**config.mk**
```make
export PLATFORM = sky130hd
export DESIGN_NAME = whack_a_mole_game_flat
export DESIGN_NICKNAME = d
export VERILOG_FILES = /design/src/rtl/whack_pkg.sv /design/src/rtl/whack_a_mole_game_if.sv /design/src/rtl/lfsr_gen.sv /design/src/rtl/whack_a_mole_game.sv /design/src/flat_wrapper.sv
export SDC_FILE = /design/constraint.sdc
export NUM_CORES = 1
export LEC_CHECK = 0
export ABC_AREA = 1
export CELL_PAD_IN_SITES_DETAIL_PLACEMENT = 1
export CELL_PAD_IN_SITES_GLOBAL_PLACEMENT = 2
export CORE_MARGIN = 4
export CORE_UTILIZATION = 27
export DETAILED_ROUTE_END_ITERATION = 7
export HOLD_SLACK_MARGIN = 0.15
export PLACE_DENSITY_LB_ADDON = 0.1
export SLEW_MARGIN = 20
export SYNTH_ARGS = -nofsm -noshare
export SYNTH_HDL_FRONTEND = slang
export SYNTH_SLANG_ARGS = --single-unit
```
**constraint.sdc**
```tcl
create_clock -name clk -period 1.2 [get_ports clk]
set_input_delay 0.18 -clock clk [delete_from_list [all_inputs] [get_ports clk]]
set_output_delay 0.18 -clock clk [all_outputs]
set_load 0.01 [all_outputs]
```
**src/rtl/whack_pkg.sv**
```systemverilog
// rtl/whack_pkg.sv - shared types, tap constants and helpers for the whack-a-mole game
// Purpose: game state encoding, default LFSR tap masks, width helper.
// Ports: none (package).
package whack_pkg;

  typedef enum logic [1:0] {
    IDLE = 2'd0,
    GAP  = 2'd1,
    SHOW = 2'd2,
    OVER = 2'd3
  } state_t;

  // Fibonacci feedback masks, MSB = highest tap (bit WIDTH-1).
  localparam logic [7:0] TAPS_W5 = 8'h14;  // x^5+x^3+1
  localparam logic [7:0] TAPS_W7 = 8'h60;  // x^7+x^6+1
  localparam logic [7:0] TAPS_W8 = 8'hB8;  // x^8+x^6+x^5+x^4+1

  function automatic logic [7:0] default_taps(input int width);
    case (width)
      5:       return TAPS_W5;
      8:       return TAPS_W8;
      default: return TAPS_W7;
    endcase
  endfunction

  // Bits needed to index n values, never less than one.
  function automatic int clog2_min1(input int n);
    return (n <= 2) ? 1 : $clog2(n);
  endfunction

endpackage

```
**src/rtl/whack_a_mole_game_if.sv**
```systemverilog
// rtl/whack_a_mole_game_if.sv - player-facing signal bundle of the whack-a-mole game
// Purpose: groups buttons/start (player side) and LEDs/pulses/counters (game side).
// Signals: btn, start (to game); mole_led, hit_pulse, miss_pulse, score, misses, game_over (from game).
// Modports: master = pad/player side, slave = game.
interface whack_a_mole_game_if #(
  parameter int NUM_MOLES   = 3,
  parameter int SCORE_WIDTH = 4,
  parameter int MISS_WIDTH  = 2
) ();

  logic [NUM_MOLES-1:0]   btn;
  logic                   start;
  logic [NUM_MOLES-1:0]   mole_led;
  logic                   hit_pulse;
  logic                   miss_pulse;
  logic [SCORE_WIDTH-1:0] score;
  logic [MISS_WIDTH-1:0]  misses;
  logic                   game_over;

  modport master (
    output btn, start,
    input  mole_led, hit_pulse, miss_pulse, score, misses, game_over
  );

  modport slave (
    input  btn, start,
    output mole_led, hit_pulse, miss_pulse, score, misses, game_over
  );

endinterface

```
**src/rtl/lfsr_gen.sv**
```systemverilog
// rtl/lfsr_gen.sv - free-running Fibonacci LFSR
// Purpose: shifts left every cycle, feedback = XOR of the TAPS-selected bits.
// Ports: clk, reset (sync, active-high, loads SEED), value (current register).
module lfsr_gen
  import whack_pkg::*;
#(
  parameter int               WIDTH = 7,
  parameter logic [WIDTH-1:0] TAPS  = WIDTH'(default_taps(WIDTH)),
  parameter logic [WIDTH-1:0] SEED  = WIDTH'(1)
) (
  input  logic             clk,
  input  logic             reset,
  output logic [WIDTH-1:0] value
);

  logic feedback;

  assign feedback = ^(value & TAPS);

  always_ff @(posedge clk) begin
    if (reset) value <= SEED;
    else       value <= {value[WIDTH-2:0], feedback};
  end

endmodule

```
**src/rtl/whack_a_mole_game.sv**
```systemverilog
// rtl/whack_a_mole_game.sv - N-channel whack-a-mole reaction game
// Purpose: LFSR picks a mole, its LED is lit for a window, the player must press
//          the matching button; hits/misses are scored, MAX_MISSES ends the game.
// Ports: clk, reset (sync, active-high);
//        bus.btn, bus.start in; bus.mole_led, bus.hit_pulse, bus.miss_pulse,
//        bus.score, bus.misses, bus.game_over out.
// Option: WHACK_SPEEDUP_EN - each hit shortens the lit window down to a floor.
module whack_a_mole_game
  import whack_pkg::*;
#(
  parameter int                    NUM_MOLES     = 3,
  parameter int                    LFSR_WIDTH    = 7,
  parameter logic [LFSR_WIDTH-1:0] LFSR_TAPS     = 7'h60,
  parameter logic [LFSR_WIDTH-1:0] LFSR_SEED     = 7'h01,
  parameter int                    WINDOW_CYCLES = 16,
  parameter int                    GAP_CYCLES    = 4,
  parameter int                    SCORE_WIDTH   = 4,
  parameter int                    MAX_MISSES    = 3
) (
  input  logic               clk,
  input  logic               reset,
  whack_a_mole_game_if.slave bus
);

  localparam int IW = clog2_min1(NUM_MOLES);
  localparam int MW = clog2_min1(MAX_MISSES + 1);
  localparam int TW = clog2_min1((WINDOW_CYCLES > GAP_CYCLES) ? WINDOW_CYCLES : GAP_CYCLES);

  state_t                 state, state_nx;
  logic [NUM_MOLES-1:0]   btn_q, press, target;
  logic                   start_q, start_edge;
  logic [LFSR_WIDTH-1:0]  lfsr;
  logic                   lfsr_unused;
  logic [IW-1:0]          idx_raw, idx_nx, mole_idx;
  logic [TW-1:0]          timer;
  logic [SCORE_WIDTH-1:0] score;
  logic [MW-1:0]          misses;
  logic                   hit, miss, hit_q, miss_q;

  lfsr_gen #(
    .WIDTH (LFSR_WIDTH),
    .TAPS  (LFSR_TAPS),
    .SEED  (LFSR_SEED)
  ) u_lfsr (
    .clk   (clk),
    .reset (reset),
    .value (lfsr)
  );

  // Only the low bits choose the mole; the rest just carry the sequence.
  assign lfsr_unused = ^lfsr[LFSR_WIDTH-1:IW];
  assign idx_raw     = lfsr[IW-1:0];
  assign idx_nx      = (int'(idx_raw) >= NUM_MOLES) ? idx_raw - IW'(NUM_MOLES) : idx_raw;
  assign target      = NUM_MOLES'(1) << mole_idx;

  always_ff @(posedge clk) begin
    if (reset) begin
      btn_q   <= '0;
      start_q <= 1'b0;
    end else begin
      btn_q   <= bus.btn;
      start_q <= bus.start;
    end
  end

  assign press      = bus.btn & ~btn_q;
  assign start_edge = bus.start & ~start_q;

`ifdef WHACK_SPEEDUP_EN
  localparam int WIN_STEP  = (WINDOW_CYCLES / 8 > 0) ? WINDOW_CYCLES / 8 : 1;
  localparam int WIN_FLOOR = (WINDOW_CYCLES / 4 > 0) ? WINDOW_CYCLES / 4 : 1;
  logic [TW:0] window_len;

  always_ff @(posedge clk) begin
    if (reset || start_edge)
      window_len <= (TW+1)'(WINDOW_CYCLES);
    else if (hit)
      window_len <= (window_len >= (TW+1)'(WIN_FLOOR + WIN_STEP))
                    ? window_len - (TW+1)'(WIN_STEP) : (TW+1)'(WIN_FLOOR);
  end
`else
  localparam logic [TW:0] window_len = (TW+1)'(WINDOW_CYCLES);
`endif

  always_ff @(posedge clk) begin
    if (reset) state <= IDLE;
    else       state <= state_nx;
  end

  // A start edge restarts from any state; in SHOW an exact single correct press
  // is a hit, any other press (or the window expiring) is a miss.
  always_comb begin
    state_nx = state;
    hit      = 1'b0;
    miss     = 1'b0;
    if (start_edge) begin
      state_nx = GAP;
    end else begin
      case (state)
        GAP: if (timer == '0) state_nx = SHOW;
        SHOW: begin
          if (press == target)                 hit  = 1'b1;
          else if (press != '0 || timer == '0) miss = 1'b1;
          if (hit)
            state_nx = GAP;
          else if (miss)
            state_nx = (misses == MW'(MAX_MISSES - 1)) ? OVER : GAP;
        end
        default: ;
      endcase
    end
  end

  always_ff @(posedge clk) begin
    if (reset) begin
      timer    <= '0;
      mole_idx <= '0;
      score    <= '0;
      misses   <= '0;
      hit_q    <= 1'b0;
      miss_q   <= 1'b0;
    end else begin
      hit_q  <= hit;
      miss_q <= miss;
      if (start_edge) begin
        score  <= '0;
        misses <= '0;
        timer  <= TW'(GAP_CYCLES - 1);
      end else begin
        if (state == GAP) begin
          if (timer == '0) begin
            mole_idx <= idx_nx;
            timer    <= TW'(window_len - 1'b1);
          end else begin
            timer <= timer - 1'b1;
          end
        end
        if (state == SHOW) timer <= timer - 1'b1;
        if (hit) begin
          if (score != '1) score <= score + 1'b1;
          timer <= TW'(GAP_CYCLES - 1);
        end
        if (miss) begin
          misses <= misses + 1'b1;
          timer  <= TW'(GAP_CYCLES - 1);
        end
      end
    end
  end

  always_comb begin
    bus.mole_led  = '0;
    bus.game_over = 1'b0;
    case (state)
      SHOW: bus.mole_led = target;
      OVER: begin
        bus.mole_led  = '1;
        bus.game_over = 1'b1;
      end
      default: ;
    endcase
  end

  assign bus.hit_pulse  = hit_q;
  assign bus.miss_pulse = miss_q;
  assign bus.score      = score;
  assign bus.misses     = misses;

endmodule

```
**src/flat_wrapper.sv**
```systemverilog
// flat-port wrapper written by rule: the top's interface ports become plain ports
module whack_a_mole_game_flat import whack_pkg::*;
#(
  parameter int                    NUM_MOLES     = 3,
  parameter int                    LFSR_WIDTH    = 7,
  parameter logic [LFSR_WIDTH-1:0] LFSR_TAPS     = 7'h60,
  parameter logic [LFSR_WIDTH-1:0] LFSR_SEED     = 7'h01,
  parameter int                    WINDOW_CYCLES = 16,
  parameter int                    GAP_CYCLES    = 4,
  parameter int                    SCORE_WIDTH   = 4,
  parameter int                    MAX_MISSES    = 3
)
  (clk, reset, bus_btn, bus_start, bus_mole_led, bus_hit_pulse, bus_miss_pulse, bus_score, bus_misses, bus_game_over);
  whack_a_mole_game_if #(.NUM_MOLES(NUM_MOLES), .SCORE_WIDTH(SCORE_WIDTH), .MISS_WIDTH(2)) bus_i ();
  input  logic clk;
  input  logic reset;
  input wire logic [$bits(bus_i.btn)-1:0] bus_btn;
  input wire logic [$bits(bus_i.start)-1:0] bus_start;
  output wire logic [$bits(bus_i.mole_led)-1:0] bus_mole_led;
  output wire logic [$bits(bus_i.hit_pulse)-1:0] bus_hit_pulse;
  output wire logic [$bits(bus_i.miss_pulse)-1:0] bus_miss_pulse;
  output wire logic [$bits(bus_i.score)-1:0] bus_score;
  output wire logic [$bits(bus_i.misses)-1:0] bus_misses;
  output wire logic [$bits(bus_i.game_over)-1:0] bus_game_over;
  assign bus_i.btn = bus_btn;
  assign bus_i.start = bus_start;
  assign bus_mole_led = bus_i.mole_led;
  assign bus_hit_pulse = bus_i.hit_pulse;
  assign bus_miss_pulse = bus_i.miss_pulse;
  assign bus_score = bus_i.score;
  assign bus_misses = bus_i.misses;
  assign bus_game_over = bus_i.game_over;
  whack_a_mole_game #(.NUM_MOLES(NUM_MOLES), .LFSR_WIDTH(LFSR_WIDTH), .LFSR_TAPS(LFSR_TAPS), .LFSR_SEED(LFSR_SEED), .WINDOW_CYCLES(WINDOW_CYCLES), .GAP_CYCLES(GAP_CYCLES), .SCORE_WIDTH(SCORE_WIDTH), .MAX_MISSES(MAX_MISSES)) u_core (.clk(clk), .reset(reset), .bus(bus_i));
endmodule
```
==> run summary <==
Slew Limit Fails -> 0
Seq/Total Area, Yosys -> 40.7%
Mapped Cells -> 190
Num CTS Buffers -> 3
Worst-path clk slew -> 0.10 ns
Critical path's slowest cell -> dfxtp_4
Post-synth top flop -> dfxtp_1
Largest family of logic cells by synthesized area -> simple AND/OR/NAND/NOR gates
Post-synth top area share -> 40.7%
Drt wl/cell -> 12.7 um
Layout cells sized above 1 -> 45.1%
Setup Skew -> 0.00362 ns
Post-synthesis mux area share -> 0%
Delay-heaviest family, CP -> simple AND/OR/NAND/NOR gates
Die Span Y -> 78.2 um
Final Cycle Share -> 123%
Worst min-delay path class -> in2reg
Most common cell on crit path -> nand2_2
Min cycle time layout -> 1.47 ns
Sink Count -> 27
Distinct cells, synth -> 20
Worst setup EP type -> register
RSZ-0062 raised after global routing -> true
GR Util All Layers -> 13.9%
Buf/Inv on CP -> 2
Fmax -> 679 MHz
CP Class -> reg2reg
Most area-consuming cells after synthesis -> dfxtp_1, inv_1, nand2_1
Drt pass-1 iters -> 4
DP HPWL -> 3020 um
Yosys warnings -> 0
Largest net degree at the start of global routing -> 16
Synth Area in XOR/XNOR -> 1.32%
Worst-Margin Slew -> 0.392 ns
Remaining antenna violation count -> 0
Final hold vios -> 0
Post-Route WL -> 4100 um
Final #Nets -> 268
Status -> finished with violations
Number of flops mapped to enable cells by yosys -> 0
Failing checks -> negative setup slack
Avg Cell Area, Syn -> 6.99 um2
Syn nets -> 202
Initial Utilization -> 27.9%
CP startpoint kind -> register
Layout area overhead -> 65.9%
Row count -> 25
RePlAce Congestion -> 0.803
Worst skew pair latency -> 0.28 ns
# port buffers -> 17
Layout Cells excl Fill -> 322
Io pins -> 18
Inst Count DP -> 302
Crit-path max FO -> 4
Die area -> 6110 um2
H-Tree Depth -> 1
R2r setup slk -> -0.27 ns
Vias/cell -> 4.34
Max clock buf depth -> 2
Antenna violations before repair -> 0
Count leader, synth -> inv_1
Post-synthesis adder-cell area fraction -> 5.65%
Maximum vdd ir drop -> 469 uV
CP Cell Sequence -> inv_4 -> nand2_2 -> nand2_2 -> nand2_2 -> nor2_4 -> nand4_1 -> buf_4 -> o21ai_4 -> a21oi_2
Setup ws final -> -0.273 ns
Final setup TNS -> -3.41 ns
Area leader, netlist -> dfxtp_1
First-pass GRT wire length -> 6800 um
Compound-Gate Fraction of Synth Area -> 10.3%
Synthesized area -> 1330 um2
Root Buffer -> clkbuf_8
Top cells by count, synth -> inv_1, nand2_1, nor2_1
Simple-gate area share of the yosys netlist -> 30.5%
Total core area -> 4750 um2
Max_cap viols -> 0
GRT overflow -> 0
Via count -> 1399
Leakage -> 1.01 nW
#FFs+latches synth -> 27
Number of global-route vias before repair -> 1474
CTS tree -> done
Antenna Cells -> 0
Slowest cell delay on critical path -> 0.38 ns
Slew margin rel. -> 73.8%
Critical path data arrival time -> 1.66 ns
Fill cells -> 625
Drt first-iter violations -> 25
Die width -> 78.2 um
# DRC -> 0
Pwr dens -> 1340 nW/um2
Critical path data required time -> 1.39 ns
Setup violations, final -> 20
Share of flip-flops with an asynchronous set or reset -> 0%
==> registers in the layout (all words and copies together), names as in the netlist <==
register,flops
u_core.bus.misses,2
u_core.bus.miss_pulse,1
u_core.bus.score,4
u_core.bus.hit_pulse,1
u_core.u_lfsr.value,7
u_core.start_q,1
u_core.btn_q,3
u_core.mole_idx,2
u_core.timer,4
u_core.state,2
==> final timing paths <==
check | start | end | depth (start not counted)
min reg2reg | u_core.u_lfsr.value[3] | u_core.u_lfsr.value[4] | 2
min | bus_btn[0] | u_core.btn_q[0] | 4
max reg2reg | u_core.mole_idx[1] | u_core.bus.score[0] | 9
max | u_core.mole_idx[1] | u_core.bus.score[0] | 9
==> layout make-up <==
class / count / area (um2) / share of cell area [%]
clock buffers: 3 / 41.3 / 1.87
repair buffers: 63 / 522 / 23.7
multi-input cells: 123 / 841 / 38.1
inverters: 38 / 153 / 6.92
clock inverters: 1 / 5.00 / 0.227
flip-flops and latches: 27 / 559 / 25.4
well taps: 67 / 83.8 / 3.80
==> power by group <==
| group | leakage (nW) | switching (mW) | internal, mW | total [mW] |
|---|---|---|---|---|
| Combinational | 0.757 | 0.653 | 0.683 | 1.34 |
| Clock | 0.0255 | 0.326 | 0.234 | 0.560 |
| Sequential | 0.225 | 0.0740 | 0.986 | 1.06 |
==> worst reg2reg max path, cell delays in order (launching register included) <==
cell and delay [ns]:
dfxtp_4 0.38, inv_4 0.07, nand2_2 0.07, nand2_2 0.07
nand2_2 0.07, nor2_4 0.10, nand4_1 0.20, buf_4 0.21
o21ai_4 0.14, a21oi_2 0.07
==> per-stage QoR <==
| step | power, mW | utilization, % | worst slack [ns] | area [um2] | hold slack [ns] |
|---|---|---|---|---|---|
| floorplan | 1.57 | - | -0.0371 | 1360 | 0.258 |
| global placement | 1.99 | 38.4 | -0.469 | 1830 | 0.391 |
| detailed placement | 2.03 | 38.4 | -0.530 | 1830 | 0.406 |
| CTS | 2.78 | 41.7 | -0.226 | 1980 | 0.422 |
| global route | 3.17 | 46.4 | -0.381 | 2200 | 0.317 |
| finish | 2.96 | 46.4 | -0.273 | 2200 | 0.289 |
==> layer usage <==
metal	global-route usage, %	share of wire, %
met5	0	0
met4	4.20	1.1
met3	2.52	2.3
met2	26.2	53
met1	15.9	44
==> cell usage in the layout (no fill, tap or decap) <==
| cell | count |
|---|---|
| a211oi_1 | 1 |
| a21oi_1 | 5 |
| a21oi_2 | 7 |
| buf_12 | 1 |
| buf_2 | 3 |
| buf_4 | 41 |
| buf_6 | 5 |
| clkbuf_8 | 3 |
| clkdlybuf4s50_1 | 4 |
| clkinv_2 | 1 |
| dfxtp_1 | 20 |
| dfxtp_2 | 3 |
| dfxtp_4 | 4 |
| dlygate4sd2_1 | 8 |
| dlymetal6s2s_1 | 1 |
| ha_1 | 3 |
| ha_4 | 3 |
| inv_1 | 31 |
| inv_2 | 3 |
| inv_4 | 4 |
| nand2_1 | 22 |
| nand2_2 | 10 |
| nand2_4 | 4 |
| nand3_1 | 7 |
| nand3_2 | 2 |
| nand3_4 | 4 |
| nand4_1 | 5 |
| nor2_1 | 23 |
| nor2_2 | 8 |
| nor2_4 | 3 |
| o21ai_0 | 4 |
| o21ai_1 | 4 |
| o21ai_2 | 4 |
| o21ai_4 | 1 |
| or2_4 | 1 |
| xor2_1 | 2 |
==> repair_timing <==
item | CTS | global route
hold buffers | 0 | 0
buffers inserted | 5 | 12
gates resized for setup | 58 | 40
pin swaps | 10 | 21
endpoints found under the setup margin | 28 | 20
==> kinds of logic (layout without fill, tap and decap cells) <==
family                     after synthesis  after routing
AOI/OAI and AO/OA                       26             26
DFF                                     27             27
xor gates and xnor gates                 2              2
buffers and inverters                   40            105
adders and majority gates                6              6
and+or+nand+nor                         89             89
Power figures use the tool's default switching activity.
